## src/rtl/poly_pkg.sv

```systemverilog
// poly_pkg: shared state type, MIDI field widths and age-width helper for the voice tracker
package poly_pkg;
    localparam int MIDI_NOTE_W = 7;
    localparam int MIDI_VEL_W  = 7;
    typedef enum logic [1:0] {IDLE, SCAN, COMMIT} state_t;
    function automatic int age_w(input int n);
        return (n < 2) ? 1 : $clog2(n);
    endfunction
endpackage

```

## src/rtl/poly_voice_slot.sv

```systemverilog
// poly_voice_slot: one voice slot holding note, velocity, active bit and saturating age
// ports: clk, rst; load (take load_note/load_vel, age=0), clear (empty slot), age_inc; active/note/vel/age state out
module poly_voice_slot
    import poly_pkg::*;
#(
    parameter int AGE_W = 3
) (
    input  logic                   clk,
    input  logic                   rst,
    input  logic                   load,
    input  logic                   clear,
    input  logic                   age_inc,
    input  logic [MIDI_NOTE_W-1:0] load_note,
    input  logic [MIDI_VEL_W-1:0]  load_vel,
    output logic                   active,
    output logic [MIDI_NOTE_W-1:0] note,
    output logic [MIDI_VEL_W-1:0]  vel,
    output logic [AGE_W-1:0]       age
);
    always_ff @(posedge clk) begin
        if (rst || clear) begin
            active <= 1'b0;
            note   <= '0;
            vel    <= '0;
            age    <= '0;
        end else if (load) begin
            active <= 1'b1;
            note   <= load_note;
            vel    <= load_vel;
            age    <= '0;
        end else if (age_inc && active && age != '1) begin
            age    <= age + 1'b1;
        end
    end
endmodule

```

## src/rtl/poly_voice_tracker.sv

```systemverilog
// poly_voice_tracker: polyphonic note tracker with slot allocation, release and oldest-voice stealing
// ports: clk, rst; note_valid/note_ready handshake with note_on/note_num/note_vel; all_off panic; clear_flags;
//        voice_active/voice_note/voice_vel flat slot buses, active_count, irq/steal pulses, sticky overflow
module poly_voice_tracker
    import poly_pkg::*;
#(
    parameter int NUM_VOICES = 8,
    parameter int STEAL_MODE = 1
) (
    input  logic                              clk,
    input  logic                              rst,
    input  logic                              note_valid,
    output logic                              note_ready,
    input  logic                              note_on,
    input  logic [MIDI_NOTE_W-1:0]            note_num,
    input  logic [MIDI_VEL_W-1:0]             note_vel,
    input  logic                              all_off,
    input  logic                              clear_flags,
    output logic [NUM_VOICES-1:0]             voice_active,
    output logic [MIDI_NOTE_W*NUM_VOICES-1:0] voice_note,
    output logic [MIDI_VEL_W*NUM_VOICES-1:0]  voice_vel,
    output logic [$clog2(NUM_VOICES+1)-1:0]   active_count,
    output logic                              irq,
    output logic                              steal,
    output logic                              overflow
);
    localparam int IW = $clog2(NUM_VOICES);
    localparam int AW = age_w(NUM_VOICES);
    localparam int CW = $clog2(NUM_VOICES + 1);
    localparam logic [IW-1:0] LAST = IW'(NUM_VOICES - 1);
    state_t                 state;
    logic [IW-1:0]          idx, match_idx, free_idx, oldest_idx, tgt;
    logic                   match_found, free_found, oldest_found;
    logic [AW-1:0]          oldest_age;
    logic                   req_on;
    logic [MIDI_NOTE_W-1:0] req_note;
    logic [MIDI_VEL_W-1:0]  req_vel;
    logic [MIDI_NOTE_W-1:0] slot_note [NUM_VOICES];
    logic [MIDI_VEL_W-1:0]  slot_vel  [NUM_VOICES];
    logic [AW-1:0]          slot_age  [NUM_VOICES];
    logic                   in_commit, miss_full, alloc, take, drop, do_load, do_clr;

    // miss_full: no matching note and no free slot, so the request must steal or drop
    always_comb begin
        in_commit = state == COMMIT && !all_off;
        miss_full = !match_found && !free_found;
        alloc     = req_on && !match_found && free_found;
        take      = req_on && miss_full && STEAL_MODE != 0;
        drop      = req_on && miss_full && STEAL_MODE == 0;
        do_load   = in_commit && req_on && (!miss_full || take);
        do_clr    = in_commit && !req_on && match_found;
        tgt       = match_found ? match_idx : free_found ? free_idx : oldest_idx;
    end

    assign note_ready = state == IDLE && !rst;

    for (genvar i = 0; i < NUM_VOICES; i++) begin : g_slot
        poly_voice_slot #(.AGE_W(AW)) u_slot (
            .clk       (clk),
            .rst       (rst),
            .load      (do_load && tgt == IW'(i)),
            .clear     (all_off || (do_clr && tgt == IW'(i))),
            .age_inc   (do_load && tgt != IW'(i)),
            .load_note (req_note),
            .load_vel  (req_vel),
            .active    (voice_active[i]),
            .note      (slot_note[i]),
            .vel       (slot_vel[i]),
            .age       (slot_age[i])
        );
        assign voice_note[MIDI_NOTE_W*i +: MIDI_NOTE_W] = slot_note[i];
        assign voice_vel[MIDI_VEL_W*i +: MIDI_VEL_W]    = slot_vel[i];
    end

    // active_count tracks +1/-1 per commit so it updates on the same edge as the slots
    always_ff @(posedge clk) begin
        if (rst) begin
            state        <= IDLE;
            idx          <= '0;
            match_idx    <= '0;
            free_idx     <= '0;
            oldest_idx   <= '0;
            oldest_age   <= '0;
            match_found  <= 1'b0;
            free_found   <= 1'b0;
            oldest_found <= 1'b0;
            req_on       <= 1'b0;
            req_note     <= '0;
            req_vel      <= '0;
            irq          <= 1'b0;
            steal        <= 1'b0;
            overflow     <= 1'b0;
            active_count <= '0;
        end else begin
            irq          <= all_off ? |voice_active : do_load || do_clr;
            steal        <= in_commit && take;
            overflow     <= (in_commit && drop) || (overflow && !clear_flags);
            active_count <= all_off ? '0 : active_count + CW'(in_commit && alloc) - CW'(do_clr);
            if (all_off) begin
                state <= IDLE;
            end else if (state == IDLE && note_valid) begin
                state        <= SCAN;
                idx          <= '0;
                match_found  <= 1'b0;
                free_found   <= 1'b0;
                oldest_found <= 1'b0;
                req_on       <= note_on && note_vel != '0;
                req_note     <= note_num;
                req_vel      <= note_vel;
            end else if (state == SCAN) begin
                idx <= idx + 1'b1;
                if (idx == LAST)
                    state <= COMMIT;
                if (!match_found && voice_active[idx] && slot_note[idx] == req_note) begin
                    match_found <= 1'b1;
                    match_idx   <= idx;
                end
                if (!free_found && !voice_active[idx]) begin
                    free_found <= 1'b1;
                    free_idx   <= idx;
                end
                // strict compare keeps the lowest index on equal ages
                if (voice_active[idx] && (!oldest_found || slot_age[idx] > oldest_age)) begin
                    oldest_found <= 1'b1;
                    oldest_idx   <= idx;
                    oldest_age   <= slot_age[idx];
                end
            end else if (state == COMMIT) begin
                state <= IDLE;
            end
        end
    end
endmodule

```

## config.mk

```make
export PLATFORM = sky130hd
export DESIGN_NAME = poly_voice_tracker
export DESIGN_NICKNAME = d
export VERILOG_FILES = /design/src/rtl/poly_pkg.sv /design/src/rtl/poly_voice_slot.sv /design/src/rtl/poly_voice_tracker.sv
export SDC_FILE = /design/constraint.sdc
export NUM_CORES = 1
export LEC_CHECK = 0
export BUFFER_PORTS_ARGS = -buffer_cell sky130_fd_sc_hd__clkbuf_2
export CORE_ASPECT_RATIO = 0.8
export CORE_MARGIN = 5
export CORE_UTILIZATION = 45
export CTS_CLUSTER_DIAMETER = 40
export CTS_CLUSTER_SIZE = 25
export DETAILED_ROUTE_END_ITERATION = 12
export PLACE_DENSITY = 0.69
export SLEW_MARGIN = 25
export SYNTH_ARGS = -nofsm -noshare
export SYNTH_HDL_FRONTEND = slang
export SYNTH_SLANG_ARGS = --single-unit
```

## constraint.sdc

```tcl
create_clock -name clk -period 3.3 [get_ports clk]
set_input_delay 0.66 -clock clk [delete_from_list [all_inputs] [get_ports clk]]
set_output_delay 0.66 -clock clk [all_outputs]
set_load 0.005 [all_outputs]
```

==> results_dict.tcl <==
set metrics [dict create \
    status "finished clean" \
    slew_headroom_pct 42.9 \
    syn_avg_cell_area_um2 8.67 \
    io_buffers 147 \
    timing.hold.ws_ns 0.385 \
    grt_first_pass_wirelength_um 37500 \
    pwr-share-clk_pct 45.7 \
    layout-drive-gt1-share_pct 22.5 \
    rr_startpoint "idx[0]" \
    vias_per_cell 5.54 \
    clkTransAtPathRegs_ns 0.07 \
    period_minus_slack_ns 2.85 \
    ys.warnings.count 0 \
    vias 7287 \
    synth-seq-cells 186 \
    crit_path_end_kind "flip-flop" \
    wire_per_inst_um 18.7 \
    cts-root-buf "clkbuf_16" \
    layout.area.seq_um2 3720 \
    worstHoldPathType "in -> reg" \
    power.total_mw 4.47 \
    dr.first_iter.drc_count 800 \
    place_area_um2 9130 \
    setup_slack_ns 0.448 \
    insertion_delay_ns 0.44 \
    gp_congestion 0.871 \
    die_w_um 161 \
    crit_start "idx[0]" \
    cp_slowest_cell "mux4_2" \
    crit_path_cell_trace "buf_4, mux4_2, mux2i_1, ha_1, nand3_1, o21ai_0, a21boi_2, mux2i_1, nor2_1" \
    cellPowerDensity_nw_per_um2 460 \
    numCtsBuffers 17 \
    final_area_um2 9710 \
    r2r_cells 9 \
    setup_viol 0 \
    grt_max_degree 38 \
    cts.sinks 186 \
    ios 148 \
    synth.area.top_cells "dfxtp_1, nand2_1, a21oi_1" \
    utilization_pct 53.8 \
    syn_area_um2 8230 \
    start_kind "flip-flop" \
    dp_hpwl_um 18100 \
    grt_util_all_layers_pct 23.0 \
    cts_buffer_depth 2 \
    final-max-slew-violation-count 0 \
    tightestPinTransition_ns 0.851 \
    synth_top_cell_area_share_pct 45.3 \
    n_antenna_cell 0 \
    finClkSkew_ns 0.0131 \
    irDropWorstVdd_uv 242 \
    synth_top_area_cell "dfxtp_1" \
    worstPathArrival_ns 3.17 \
    reg2reg_slack_ns 0.45 \
    seqPwrFrac_pct 51.2 \
    power.switching_mw 1.06 \
    timing.critical_path.mode_cell "mux2i_1" \
    sw_frac_of_total_pct 23.8 \
    reg2reg_to "oldest_idx[2]" \
    area_growth_pct 18.1 \
    cts_tree "yes" \
    leakage_nw 3.75 \
    grt-ovfl-total 0 \
    synthCells 949 \
    fp.coreArea_um2 18100 \
    die-area_um2 21100 \
    postSynthNetCount 995 \
    drc 0 \
    cp_max_fo 15 \
    fmax_mhz 351 \
    path_class "reg -> reg" \
    grt_pass1_vias 6521 \
    hold_viol 0 \
    place_ws_ns 0.491 \
    final_cells 1315 \
    cp.required_ns 3.62 \
    holdPathEnd "overflow" \
    post-cts-setup-buffer-count 0 \
    multiInputGateArea_um2 4100 \
    wirelength_um 24600 \
    drtPass1Iterations 6 \
    drv_cap 0 \
    place_inst 1283 \
    fin_crit_sh_pct 86.4 \
    initial_core_util_pct 45.6 \
    final_cell_mix "nand2_1, dfxtp_1, clkbuf_2" \
    ant_nets 0 \
    tns_ns 0 \
    yosysSeqAreaShare_pct 45.3 \
    num_rows 44 \
    cts_max_level 4 \
    final_common_cell "nand2_1" \
    holdPathStages 2 \
    slowest_delay_ns 0.53 \
    synth_cell_types 48 \
    die_h_um 131 \
    cts_hold_buf 0 \
    p_comb_share_pct 3.1 \
    antenna_found_initial 0 \
    grt_setup_unrepaired "false" \
    holdCritStartpoint "clear_flags" \
    post_cts_resized 0 \
    internal_power_mw 3.40 \
    final_nets 1118 \
    fillers 1644 \
]
cell usage after synthesis, drive strengths merged:
cell type,instances
mux4,12
a211oi,1
o22ai,1
nor4,4
xnor2,13
nand4,3
a21oi,128
o21a,3
and3,4
nor4bb,1
nor2,79
a31o,3
nor3b,5
ha,25
clkbuf,40
a21boi,1
mux2,4
nand3b,4
a21o,7
o22a,1
nor2b,3
a311oi,1
xor2,1
fa,1
mux2i,63
buf,35
inv,11
a2111oi,1
a22o,2
a22oi,8
nor4b,8
and2b,1
dfxtp,186
and2,4
nand2b,10
nand3,53
or2,2
nor3,7
nand2,202
o21ai,11
final cells by class:
cell class	instances	area share [%]
inverters	11	0.425
multi-input cells	677	42.2
repair buffers	179	10.0
well taps	230	2.96
flip-flops and latches	186	38.3
clock buffers	19	4.66
clock inverters	13	1.34
state kept, by name (all words and copies together), names as in the netlist:
signal	flops
free_idx	3
overflow	1
req_on	1
free_found	1
match_idx	3
oldest_found	1
oldest_idx	3
g_slot.u_slot.age	24
req_note	7
req_vel	7
idx	3
g_slot.u_slot.vel	56
match_found	1
state	2
oldest_age	3
active_count	4
irq	1
g_slot.u_slot.active	8
steal	1
g_slot.u_slot.note	56
worst max-delay path by stage:
| stage | cells after the start | endpoint | slack (ns) |
|---|---|---|---|
| 5_1_grt | 9 | oldest_age[2] | 0.32 |
| 3_5_place_dp | 9 | oldest_idx[2] | 0.49 |
| 4_1_cts | 9 | oldest_idx[2] | 0.47 |
| 2_1_floorplan | 13 | oldest_age[1] | 0.12 |
| 3_3_place_gp | 9 | oldest_age[2] | 0.56 |
| 6_report | 9 | oldest_idx[2] | 0.45 |
critical path: cells and delay by family, from the launching register on:
family / cells / cell delay, ns
simple gates: 2 / 0.12
compound gates: 2 / 0.61
flops: 1 / 0.44
buf+inv: 1 / 0.29
mux: 3 / 1.00
fa+ha+maj: 1 / 0.27
per-layer routing:
metal / track usage (%) / share of wire, %
met1: 33.9 / 46
met2: 32.7 / 42
met3: 7.31 / 10
met4: 5.32 / 1.3
met5: 0 / 0
power groups by stage:
stage / sequential (mW) / combinational, mW / clock, mW
3_5_place_dp: 2.34 / 0.137 / 0
2_1_floorplan: 2.31 / 0.102 / 0
4_1_cts: 2.28 / 0.138 / 2.07
6_report: 2.28 / 0.140 / 2.04
5_1_grt: 2.29 / 0.151 / 2.16
3_3_place_gp: 2.34 / 0.137 / 0
logic make-up (layout without fill, tap and decap cells):
| kind of cell | after synthesis | count (layout) | synth area share, % |
|---|---|---|---|
| adders and majority gates | 26 | 26 | 4.05 |
| and+or+nand+nor | 390 | 390 | 21.2 |
| muxes | 79 | 79 | 11.5 |
| buffers and inverters | 86 | 222 | 4.91 |
| xor gates and xnor gates | 14 | 14 | 1.49 |
| DFF | 186 | 186 | 45.3 |
| AOI/OAI and AO/OA | 168 | 168 | 11.5 |
(Power assumes the default switching activity.)
